## src/rtl/pe_pkg.sv

```systemverilog
// Shared types and helpers for the BRAM port arbiter: FSM state encoding,
// BRAM address width and the round-robin pick function.
package pe_pkg;

    localparam int BRAM_AW = 32;

    typedef enum logic [1:0] {
        S_IDLE  = 2'd0,
        S_GRANT = 2'd1,
        S_DRAIN = 2'd2
    } state_t;

    // First requester at or after last+1 (mod n); sized for up to 8 requesters.
    function automatic logic [2:0] rr_pick(input logic [7:0] req,
                                           input logic [2:0] last,
                                           input int         n);
        logic [2:0] pick;
        int         idx;
        pick = last;
        for (int k = 8; k >= 1; k--) begin
            if (k <= n) begin
                idx = (int'(last) + k) % n;
                if (req[idx]) begin
                    pick = 3'(idx);
                end
            end
        end
        return pick;
    endfunction

endpackage

```

## src/rtl/bram_port_arbiter_if.sv

```systemverilog
// Requester-side bus of the BRAM port arbiter: per-requester request,
// address/data/byte-enables, grant and read return.
interface bram_port_arbiter_if #(
    parameter int NUM_REQ = 4
);
    logic [NUM_REQ-1:0]                  req;
    logic [NUM_REQ-1:0]                  gnt;
    logic [NUM_REQ*pe_pkg::BRAM_AW-1:0]  req_addr;
    logic [NUM_REQ*32-1:0]               req_wrdata;
    logic [NUM_REQ*4-1:0]                req_we;
    logic [31:0]                         rddata;
    logic [NUM_REQ-1:0]                  rvalid;

    modport master (
        output req, req_addr, req_wrdata, req_we,
        input  gnt, rddata, rvalid
    );

    modport slave (
        input  req, req_addr, req_wrdata, req_we,
        output gnt, rddata, rvalid
    );
endinterface

```

## src/rtl/bram_rd_return.sv

```systemverilog
// Read-return pipeline: a RD_LAT-deep shift of {valid, requester index}
// decoded into a per-requester rvalid that lines up with BRAM read data.
module bram_rd_return #(
    parameter  int NUM_REQ = 4,
    parameter  int RD_LAT  = 1,
    localparam int IW      = $clog2(NUM_REQ)
) (
    input  logic               aclk,
    input  logic               aresetn,
    input  logic               in_valid,
    input  logic [IW-1:0]      in_idx,
    output logic [NUM_REQ-1:0] rvalid
);

    logic [RD_LAT-1:0] vld_q, vld_d;
    logic [IW-1:0]     idx_q [RD_LAT];
    logic [IW-1:0]     idx_d [RD_LAT];

    always_comb begin
        vld_d = '0;
        for (int k = 0; k < RD_LAT; k++) begin
            idx_d[k] = '0;
        end
        vld_d[0] = in_valid;
        idx_d[0] = in_idx;
        for (int k = 1; k < RD_LAT; k++) begin
            vld_d[k] = vld_q[k-1];
            idx_d[k] = idx_q[k-1];
        end
    end

    // Reset drops anything in flight, so no stale pulse survives a mid-burst reset.
    always_ff @(posedge aclk or negedge aresetn) begin
        if (!aresetn) begin
            vld_q <= '0;
            for (int k = 0; k < RD_LAT; k++) begin
                idx_q[k] <= '0;
            end
        end else begin
            vld_q <= vld_d;
            for (int k = 0; k < RD_LAT; k++) begin
                idx_q[k] <= idx_d[k];
            end
        end
    end

    genvar gi;
    generate
        for (gi = 0; gi < NUM_REQ; gi++) begin : g_rvalid
            assign rvalid[gi] = vld_q[RD_LAT-1] && (idx_q[RD_LAT-1] == IW'(gi));
        end
    endgenerate

endmodule

```

## src/rtl/bram_port_arbiter.sv

```systemverilog
// Round-robin arbiter sharing one BRAM port among NUM_REQ controllers, with
// burst hold and bounded burst. Optional BRAM_ARB_STATS_EN adds stat_wait_max.
module bram_port_arbiter
    import pe_pkg::*;
#(
    parameter int NUM_REQ   = 4,
    parameter int MAX_BURST = 64,
    parameter int RD_LAT    = 1
) (
    input  logic                aclk,
    input  logic                aresetn,
    bram_port_arbiter_if.slave  rq,
    output logic [BRAM_AW-1:0]  BRAM_ADDR,
    output logic [31:0]         BRAM_WRDATA,
    output logic [3:0]          BRAM_WE,
    output logic                BRAM_EN,
    input  logic [31:0]         BRAM_RDDATA
`ifdef BRAM_ARB_STATS_EN
    ,output logic [16*NUM_REQ-1:0] stat_wait_max
`endif
);

    localparam int IW = $clog2(NUM_REQ);
    localparam int CW = $clog2(MAX_BURST + 1);
    localparam int DW = (RD_LAT > 1) ? $clog2(RD_LAT) : 1;

    state_t             state_q, state_d;
    logic [NUM_REQ-1:0] gnt_q, gnt_d;
    logic [IW-1:0]      gidx_q, gidx_d;
    logic [IW-1:0]      last_q, last_d;
    logic [CW-1:0]      burst_cnt_q, burst_cnt_d;
    logic [DW-1:0]      drain_cnt_q, drain_cnt_d;

    logic [IW-1:0]      pick;
    logic               granted;
    logic               others;

    assign pick    = IW'(rr_pick(8'(rq.req), 3'(last_q), NUM_REQ));
    assign granted = (state_q == S_GRANT) && rq.req[gidx_q] && gnt_q[gidx_q];
    // gnt_q is one-hot on the holder while granting, so this masks it out.
    assign others  = |(rq.req & ~gnt_q);

    always_comb begin
        state_d     = state_q;
        gnt_d       = gnt_q;
        gidx_d      = gidx_q;
        last_d      = last_q;
        burst_cnt_d = burst_cnt_q;
        drain_cnt_d = drain_cnt_q;
        case (state_q)
            S_IDLE: begin
                if (|rq.req) begin
                    state_d     = S_GRANT;
                    gnt_d       = NUM_REQ'(1) << pick;
                    gidx_d      = pick;
                    last_d      = pick;
                    burst_cnt_d = '0;
                end
            end
            S_GRANT: begin
                if (!granted) begin
                    state_d     = S_DRAIN;
                    gnt_d       = '0;
                    drain_cnt_d = '0;
                end else begin
                    if (burst_cnt_q != CW'(MAX_BURST)) begin
                        burst_cnt_d = burst_cnt_q + CW'(1);
                    end
                    // >= so a saturated uncontested burst still yields once someone asks.
                    if ((burst_cnt_q >= CW'(MAX_BURST - 1)) && others) begin
                        state_d     = S_DRAIN;
                        gnt_d       = '0;
                        drain_cnt_d = '0;
                    end
                end
            end
            S_DRAIN: begin
                if (drain_cnt_q == DW'(RD_LAT - 1)) begin
                    state_d = S_IDLE;
                end else begin
                    drain_cnt_d = drain_cnt_q + DW'(1);
                end
            end
            default: begin
                state_d = S_IDLE;
                gnt_d   = '0;
            end
        endcase
    end

    always_ff @(posedge aclk or negedge aresetn) begin
        if (!aresetn) begin
            state_q     <= S_IDLE;
            gnt_q       <= '0;
            gidx_q      <= '0;
            last_q      <= IW'(NUM_REQ - 1);
            burst_cnt_q <= '0;
            drain_cnt_q <= '0;
        end else begin
            state_q     <= state_d;
            gnt_q       <= gnt_d;
            gidx_q      <= gidx_d;
            last_q      <= last_d;
            burst_cnt_q <= burst_cnt_d;
            drain_cnt_q <= drain_cnt_d;
        end
    end

    always_comb begin
        BRAM_ADDR   = '0;
        BRAM_WRDATA = '0;
        BRAM_WE     = '0;
        BRAM_EN     = 1'b0;
        if (state_q == S_GRANT) begin
            BRAM_ADDR   = rq.req_addr[int'(gidx_q)*BRAM_AW +: BRAM_AW];
            BRAM_WRDATA = rq.req_wrdata[int'(gidx_q)*32 +: 32];
            if (granted) begin
                BRAM_EN = 1'b1;
                BRAM_WE = rq.req_we[int'(gidx_q)*4 +: 4];
            end
        end
    end

    assign rq.gnt    = gnt_q;
    assign rq.rddata = BRAM_RDDATA;

    bram_rd_return #(
        .NUM_REQ (NUM_REQ),
        .RD_LAT  (RD_LAT)
    ) u_rd_return (
        .aclk     (aclk),
        .aresetn  (aresetn),
        .in_valid (granted && (rq.req_we[int'(gidx_q)*4 +: 4] == 4'h0)),
        .in_idx   (gidx_q),
        .rvalid   (rq.rvalid)
    );

`ifdef BRAM_ARB_STATS_EN
    logic [NUM_REQ-1:0] req_prev_q, req_prev_d;
    logic [NUM_REQ-1:0] armed_q, armed_d;
    logic [15:0]        wait_cnt_q [NUM_REQ];
    logic [15:0]        wait_cnt_d [NUM_REQ];
    logic [15:0]        wait_max_q [NUM_REQ];
    logic [15:0]        wait_max_d [NUM_REQ];

    // A wait is armed by a req rising edge and closed by the first grant seen.
    always_comb begin
        req_prev_d = rq.req;
        armed_d    = armed_q;
        wait_cnt_d = wait_cnt_q;
        wait_max_d = wait_max_q;
        for (int i = 0; i < NUM_REQ; i++) begin
            if (gnt_q[i]) begin
                if (armed_q[i] && (wait_cnt_q[i] > wait_max_q[i])) begin
                    wait_max_d[i] = wait_cnt_q[i];
                end
                armed_d[i] = 1'b0;
            end else if (rq.req[i] && !req_prev_q[i]) begin
                armed_d[i]    = 1'b1;
                wait_cnt_d[i] = 16'd1;
            end else if (armed_q[i] && rq.req[i] && (wait_cnt_q[i] != 16'hFFFF)) begin
                wait_cnt_d[i] = wait_cnt_q[i] + 16'd1;
            end
        end
    end

    always_ff @(posedge aclk or negedge aresetn) begin
        if (!aresetn) begin
            req_prev_q <= '0;
            armed_q    <= '0;
            for (int i = 0; i < NUM_REQ; i++) begin
                wait_cnt_q[i] <= '0;
                wait_max_q[i] <= '0;
            end
        end else begin
            req_prev_q <= req_prev_d;
            armed_q    <= armed_d;
            wait_cnt_q <= wait_cnt_d;
            wait_max_q <= wait_max_d;
        end
    end

    genvar gi;
    generate
        for (gi = 0; gi < NUM_REQ; gi++) begin : g_stat
            assign stat_wait_max[gi*16 +: 16] = wait_max_q[gi];
        end
    endgenerate
`endif

endmodule
```

## src/flat_wrapper.sv

```systemverilog
// flat-port wrapper written by rule: the top's interface ports become plain ports
module bram_port_arbiter_flat import pe_pkg::*;
#(
    parameter int NUM_REQ   = 4,
    parameter int MAX_BURST = 64,
    parameter int RD_LAT    = 1
)
  (aclk, aresetn, BRAM_ADDR, BRAM_WRDATA, BRAM_WE, BRAM_EN, BRAM_RDDATA, rq_req, rq_req_addr, rq_req_wrdata, rq_req_we, rq_gnt, rq_rddata, rq_rvalid);
  bram_port_arbiter_if #(.NUM_REQ(NUM_REQ)) rq_i ();
  input  logic aclk;
  input  logic aresetn;
  output logic [BRAM_AW-1:0] BRAM_ADDR;
  output logic [31:0] BRAM_WRDATA;
  output logic [3:0] BRAM_WE;
  output logic BRAM_EN;
  input  logic [31:0] BRAM_RDDATA;
  input wire logic [$bits(rq_i.req)-1:0] rq_req;
  input wire logic [$bits(rq_i.req_addr)-1:0] rq_req_addr;
  input wire logic [$bits(rq_i.req_wrdata)-1:0] rq_req_wrdata;
  input wire logic [$bits(rq_i.req_we)-1:0] rq_req_we;
  output wire logic [$bits(rq_i.gnt)-1:0] rq_gnt;
  output wire logic [$bits(rq_i.rddata)-1:0] rq_rddata;
  output wire logic [$bits(rq_i.rvalid)-1:0] rq_rvalid;
  assign rq_i.req = rq_req;
  assign rq_i.req_addr = rq_req_addr;
  assign rq_i.req_wrdata = rq_req_wrdata;
  assign rq_i.req_we = rq_req_we;
  assign rq_gnt = rq_i.gnt;
  assign rq_rddata = rq_i.rddata;
  assign rq_rvalid = rq_i.rvalid;
  bram_port_arbiter #(.NUM_REQ(NUM_REQ), .MAX_BURST(MAX_BURST), .RD_LAT(RD_LAT)) u_core (.aclk(aclk), .aresetn(aresetn), .rq(rq_i), .BRAM_ADDR(BRAM_ADDR), .BRAM_WRDATA(BRAM_WRDATA), .BRAM_WE(BRAM_WE), .BRAM_EN(BRAM_EN), .BRAM_RDDATA(BRAM_RDDATA));
endmodule
```

## config.mk

```make
export PLATFORM = sky130hd
export DESIGN_NAME = bram_port_arbiter_flat
export DESIGN_NICKNAME = d
export VERILOG_FILES = /design/src/rtl/pe_pkg.sv /design/src/rtl/bram_port_arbiter_if.sv /design/src/rtl/bram_rd_return.sv /design/src/rtl/bram_port_arbiter.sv /design/src/flat_wrapper.sv
export SDC_FILE = /design/constraint.sdc
export NUM_CORES = 1
export LEC_CHECK = 0
export BUFFER_PORTS_ARGS = -buffer_cell sky130_fd_sc_hd__buf_2
export CAP_MARGIN = 20
export CORE_AREA = 2 2 161 163
export DETAILED_ROUTE_END_ITERATION = 10
export DIE_AREA = 0 0 163 165
export HOLD_SLACK_MARGIN = 0.03
export PLACE_DENSITY = 0.53
export SYNTH_ARGS = -nofsm -noshare
export SYNTH_HDL_FRONTEND = slang
export SYNTH_SLANG_ARGS = --single-unit
```

## constraint.sdc

```tcl
create_clock -name aclk -period 2.3 [get_ports aclk]
set_input_delay 0 -clock aclk [delete_from_list [all_inputs] [get_ports aclk]]
set_output_delay 0 -clock aclk [all_outputs]
set_load 0.05 [all_outputs]
```

## Word level (Yosys, flattened, before mapping)

Index checks and enable logic that the tools add are counted.

| storage, ports and cells | value |
|---|---|
| flip-flop bits (word level) | 21 |
| word-level logic and storage cells | 109 |
| input bits | 310 |

| cells by class | value |
|---|---|
| magnitude comparators | 6 |
| shift operators | 4 |
| muxes and demuxes | 43 |
| reductions and logical operators | 24 |
| equal/unequal tests | 11 |
| bitwise operators | 7 |
| add/sub/neg operators | 6 |

Operators with widths:

| kind | number |
|---|---|
| $shiftx 128x8->32 | 2 |
| $mux 32 | 2 |
| $mux 7 | 3 |
| $lt 3x5->1 const B | 4 |
| $mux 4 | 5 |
| $mux 2 | 8 |
| $shiftx 16x5->4 | 1 |
| $mux 1 | 15 |
| $pmux 7 s2 | 1 |
| $bmux 1 s3 | 4 |
| $pmux 4 s3 | 1 |
| $logic_and 1x1->1 | 8 |
| $reduce_or 2->1 | 4 |
| $reduce_or 4->1 | 2 |
| $add 7x1->7 const B | 1 |
| $ge 7x6->1 const B | 1 |
| $ne 7x7->1 const B | 1 |
| $eq 2x2->1 const B | 3 |
| $pmux 2 s3 | 1 |
| $reduce_and 3->1 | 2 |
| $add 2x1->2 const B | 2 |
| $add 2x2->2 const B | 2 |
| $and 1x1->1 const A | 4 |
| $and 4x4->4 | 1 |
| other kinds (16) | 23 |

## Longest topological paths before layout

| logic depth | value |
|---|---|
| depth in word-level cells | 13 |
| gate-level depth with buffers | 6 |
| mapped depth without buffers | 5 |

## By module

A second synthesis with hierarchy kept.

| unflattened totals | value |
|---|---|
| cell total of the unflattened synthesis | 309 |
| area total of the unflattened synthesis | 3459.6 um2 |

Modules (own cells, without submodules):

| module | seq. area each (um2) | times used | cells each | area each (um2) |
|---|---|---|---|---|
| bram_port_arbiter | 427.9 | 1 | 302 | 3347.0 |
| bram_rd_return | 75.1 | 1 | 7 | 112.6 |

## Least setup slack after synthesis

OpenSTA, ideal clock, no wires.

| path | value |
|---|---|
| kind | reg-to-reg |
| start point | reg u_core.gnt_q[0] (netlist: u_core.rq.gnt[0]) |
| end point | reg u_core.state_q[1] |
| data arrival time | 1.621 ns |
| path slack | 0.560 ns |
| path buffers | 1 |
| library setup time | 0.119 ns |
| stages on the path, launching flop included | 6 |
| clock period less this slack | 1.740 ns |
| path through | dfrtp_1 -> a211o_1 -> o211a_1 -> clkbuf_1 -> o211ai_1 -> and2_1 |

| on the way | value |
|---|---|
| word-level cells in the longest chain between the ends | 6 |
| elaborated cells on any way between the ends | 11 |
| those cells by class | 1 x eq/ne; 4 x mux; 2 x bitwise; 4 x reduce/logical |

RTL lines:

| item | RTL line | RTL |
|---|---|---|
| start: declaration | bram_port_arbiter.sv:28 | `logic [NUM_REQ-1:0] gnt_q, gnt_d;` |
| start signal: assignment | bram_port_arbiter.sv:101 | `gnt_q <= gnt_d;` |
| $not 4->4 | bram_port_arbiter.sv:41 | `assign others = \|(rq.req & ~gnt_q);` |
| $and 4x4->4 | bram_port_arbiter.sv:41 |  |
| $reduce_or 4->1 | bram_port_arbiter.sv:41 |  |
| $logic_and 1x1->1 | bram_port_arbiter.sv:70 | `if ((burst_cnt_q >= CW'(MAX_BURST - 1)) && others) begin` |
| $ne 3x3->1 (no line) | - |  |
| $reduce_and 3->1 (no line) | - |  |
| end signal: assignment | bram_port_arbiter.sv:100 | `state_q <= state_d;` |
| end: declaration | bram_port_arbiter.sv:27 | `state_t state_q, state_d;` |

Parallel ways exist; a longest one is shown, timed or not. The select of a mux whose other input is x is not followed.
A chain may end at the register's enable or synchronous reset.

## Worst setup path after layout

| path | value |
|---|---|
| start point | reg u_core.gidx_q[0] |
| end point | out BRAM_WRDATA[2] |

| on the way | value |
|---|---|
| word-level cells in the longest chain between the ends | 2 |

RTL lines:

| item | RTL line | RTL |
|---|---|---|
| start: declaration | bram_port_arbiter.sv:29 | `logic [IW-1:0] gidx_q, gidx_d;` |
| start signal: assignment | bram_port_arbiter.sv:102 | `gidx_q <= gidx_d;` |
| $shiftx 128x8->32 | bram_port_arbiter.sv:116 | `BRAM_WRDATA = rq.req_wrdata[int'(gidx_q)*32 +: 32];` |
| $mux 32 | bram_port_arbiter.sv:114 | `if (state_q == S_GRANT) begin` |
| end: declaration | flat_wrapper.sv:13 | `output logic [31:0] BRAM_WRDATA;` |

No other way between the ends.

==> summary.txt <==
Timing
  • Setup Viol. Count Final: 0
  • Setup Skew: just over 0.006 ns
  • Setup TNS: 0 ns
  • Min cycle time layout: 2.09 ns
  • Hold Vio Cnt, Final: 0
  • Slew margin rel.: 63.4%
  • Final worst-path setup slack: 0.208 ns
  • Worst-margin pin slew: around 0.55 ns
  • Final worst-path cycle share: 90.9%
  • Fmax: 478 MHz
  • Final slew viol count: 0
  • RSZ-0062 raised after global routing: false

Layout
  • Post-route cell area: 0.00583 mm2
  • Layout cells sized above 1: 66.7%
  • Final cell count without fillers: slightly below 1000
  • Synthesis-to-finish area growth: 68.0%
  • Final layout net count: about 970

Yosys
  • Yosys top cell area share: 44.1%
  • Post-synthesis mux area share: 46.1%
  • Simple-gate share of the synthesized area: 22.7%
  • Post-Syn Area per Cell: 10.9 um2
  • Synth top area cells: mux4_2 (44%), dfrtp_1 (13%), and2_1 (12%)
  • EDFF count, synth: 0
  • Synth Area in Compound Gates: 4.43%
  • Distinct cells, synth: 38
  • Syn nets: 630
  • Sequential share of the synthesized area: 14.5%
  • Ys flop type: dfrtp_1
  • XOR/XNOR share of the synthesized area: 0%
  • Largest family of logic cells by synthesized area: multiplexers
  • Post-Synth Adder-Cell Area: less than 1%
  • Async SR Flop Fraction: 100%
  • Post-synth design cell area: 0.00347 mm2
  • Seq cells post-synth: 20
  • Leading area contributor after synthesis: mux4_2
  • Most frequent cells after synthesis: mux4_2 (68), and2_1 (66), buf_4 (33)
  • Count leader, synth: mux4_2
  • Synthesis Warnings: 0
  • Synth Instances: 318

CTS
  • Clock slew at reported path FFs: 0.06 ns
  • CTS buffer count: 3
  • Post-CTS Setup Inserts: 0
  • Clock sinks: 20
  • CTS H-tree lvls: 1
  • CTS Root Cell: clkbuf_16
  • TritonCTS clock tree: done
  • Worst skew pair latency: 0.25 ns
  • CTS Buffer Depth: 2

Setup path
  • Worst Path Required: approximately 2.3 ns
  • Critical Path Sink Type: output port
  • Crit path max fanout: 41
  • Nature of the critical path startpoint: flip-flop
  • Critical path type: flip-flop to output port
  • R2r endpoint: u_core.rq.gnt[2]
  • R2R cell count: 5
  • R2R Path Start: u_core.gidx_q[0]
  • Critical path data arrival time: 2.09 ns
  • Reg2Reg Setup Slack: 0.45 ns

Power
  • P_leak: 2.91 nW
  • P per Cell Area: 1220 mW/mm2
  • Final Total Pwr: slightly above 7 mW
  • VDD IR max: 0.429 mV

Global route
  • Grt ovf: 0
  • GRT met1 Usage: about 14%
  • First-pass GRT wire length: approximately 23000 um
  • Vias in the first global route: roughly 4000
  • Initial antenna violation count: 4
  • Met3 Usage GRT: 1.31%
  • Gr busiest metal: met2
  • Largest net degree at the start of global routing: 42
  • Gr usage total: between 10% and 20%
  • Met2 GRT Util: 20.1%

Floorplan
  • Die area: 0.0269 mm2
  • # rows: 58
  • IO Pins: 419
  • Initial Utilization: between 10 and 15%
  • Die width: 163 um
  • Core Region: 0.0250 mm2
  • Die Y: 165 um

Place
  • Placed cell area: 0.00539 mm2
  • Hpwl dp: 14400 um
  • Placed Cells: 954
  • Pre-CTS setup slack: 0.444 ns
  • RePlAce Congestion: 0.745
  • PortBufs: 354

Routing
  • TritonRoute pass-1 iters: 4
  • DRT antenna net count: 0
  • Drt first-iter violations: 199
  • WL final: 16900 um
  • Vias per cell: between 4 and 5
  • DR DRC count: 0
  • Via count: about 4000
  • Routed wire per std cell: 17.0 um

Job
  • Max cap viols: 0

Run status
  • Status: complete, no violations

Hold path
  • Worst hold path type: input pin to asynchronous set/reset pin
## registers in the layout, indices dropped and copies added, names as in the netlist
signal                    count
u_core.state_q                2
u_core.u_rd_return.vld_q      1
u_core.u_rd_return.idx_q      2
u_core.gidx_q                 2
u_core.rq.gnt                 4
u_core.burst_cnt_q            7
u_core.last_q                 2
## layout by cell type (no fill, tap or decap), drive strengths merged, types with 2 or more instances in the layout
master | synthesis | routed
nand4 | 2 | 2
ha | 2 | 2
mux2i | 7 | 7
o221ai | 4 | 4
dfstp | 2 | 2
nor2 | 7 | 7
inv | 8 | 8
a21oi | 5 | 5
dlygate4sd3 | 0 | 33
diode | 0 | 2
dfrtp | 18 | 18
nor3b | 2 | 2
or3 | 2 | 2
and3 | 5 | 5
o211ai | 3 | 3
clkbuf | 13 | 3
nor2b | 5 | 5
nand3 | 5 | 5
and2 | 66 | 66
buf | 44 | 363
nor3 | 3 | 3
mux4 | 68 | 68
nand2b | 8 | 8
nand2 | 21 | 21
or4 | 2 | 2
o211a | 2 | 2
nand3b | 4 | 4
## cell type report
class / count / area [um2]
fill: 2718 / 19200
timing repair buffer: 396 / 2190
multi-input combinational: 233 / 2580
sequential: 20 / 510
antenna: 2 / 5.00
clock inverter: 1 / 30.0
tap: 330 / 413
inverter: 8 / 30.0
clock buffer: 3 / 75.1
## critical path, cell delays in order (launching register included)
cell and delay [ns]:
dfrtp_4 0.54, buf_12 0.32, mux4_2 0.54, and2_1 0.18, buf_2 0.21
## cell families after synthesis
kind of cell	Yosys count
AOI/OAI and AO/OA	20
adders and majority gates	2
buffers and inverters	65
DFF	20
muxes	75
and+or+nand+nor	136
## power breakdown
part	switching, mW	internal [mW]	total, mW	leakage [nW]
sequential	0.201	0.486	0.687	0.255
clock	0.131	0.345	0.477	0.0511
combinational	3.78	2.21	5.98	2.60
total	4.11	3.04	7.15	2.91
## stage by stage
step / util, % / hold slack (ns)
2_1_floorplan: - / -0.296
3_3_place_gp: 21.5 / -0.0125
3_5_place_dp: 21.5 / -0.0119
4_1_cts: 23.3 / 0.242
5_1_grt: 23.3 / 0.268
6_report: 23.3 / 0.232
## layer usage
layer / wire length [um] / up-vias
met5: 0 / -
met3: 917 / 14
met4: 388 / 0
met1: 6630 / 2012
met2: 8980 / 187
li1: - / 1868
## what timing repair did
| item | 4_1_cts | 5_1_grt |
|---|---|---|
| gates resized for setup | 0 | 0 |
| hold buffers | 33 | 0 |
| endpoints found under the hold margin | 50 | 0 |
## worst max path at each step
stage                           from           endpoint  slack (ns)  cells past startpoint
global route        u_core.gidx_q[0]    BRAM_WRDATA[29]        0.09                      4
floorplan           u_core.rq.gnt[0]  u_core.state_q[1]        0.56                      5
CTS                 u_core.gidx_q[0]    BRAM_WRDATA[29]        0.17                      4
global placement    u_core.gidx_q[0]    BRAM_WRDATA[31]        0.44                      4
finish              u_core.gidx_q[0]     BRAM_WRDATA[2]        0.21                      4
detailed placement  u_core.gidx_q[0]   u_core.rq.gnt[3]        0.44                      5
(Power assumes the default switching activity.)
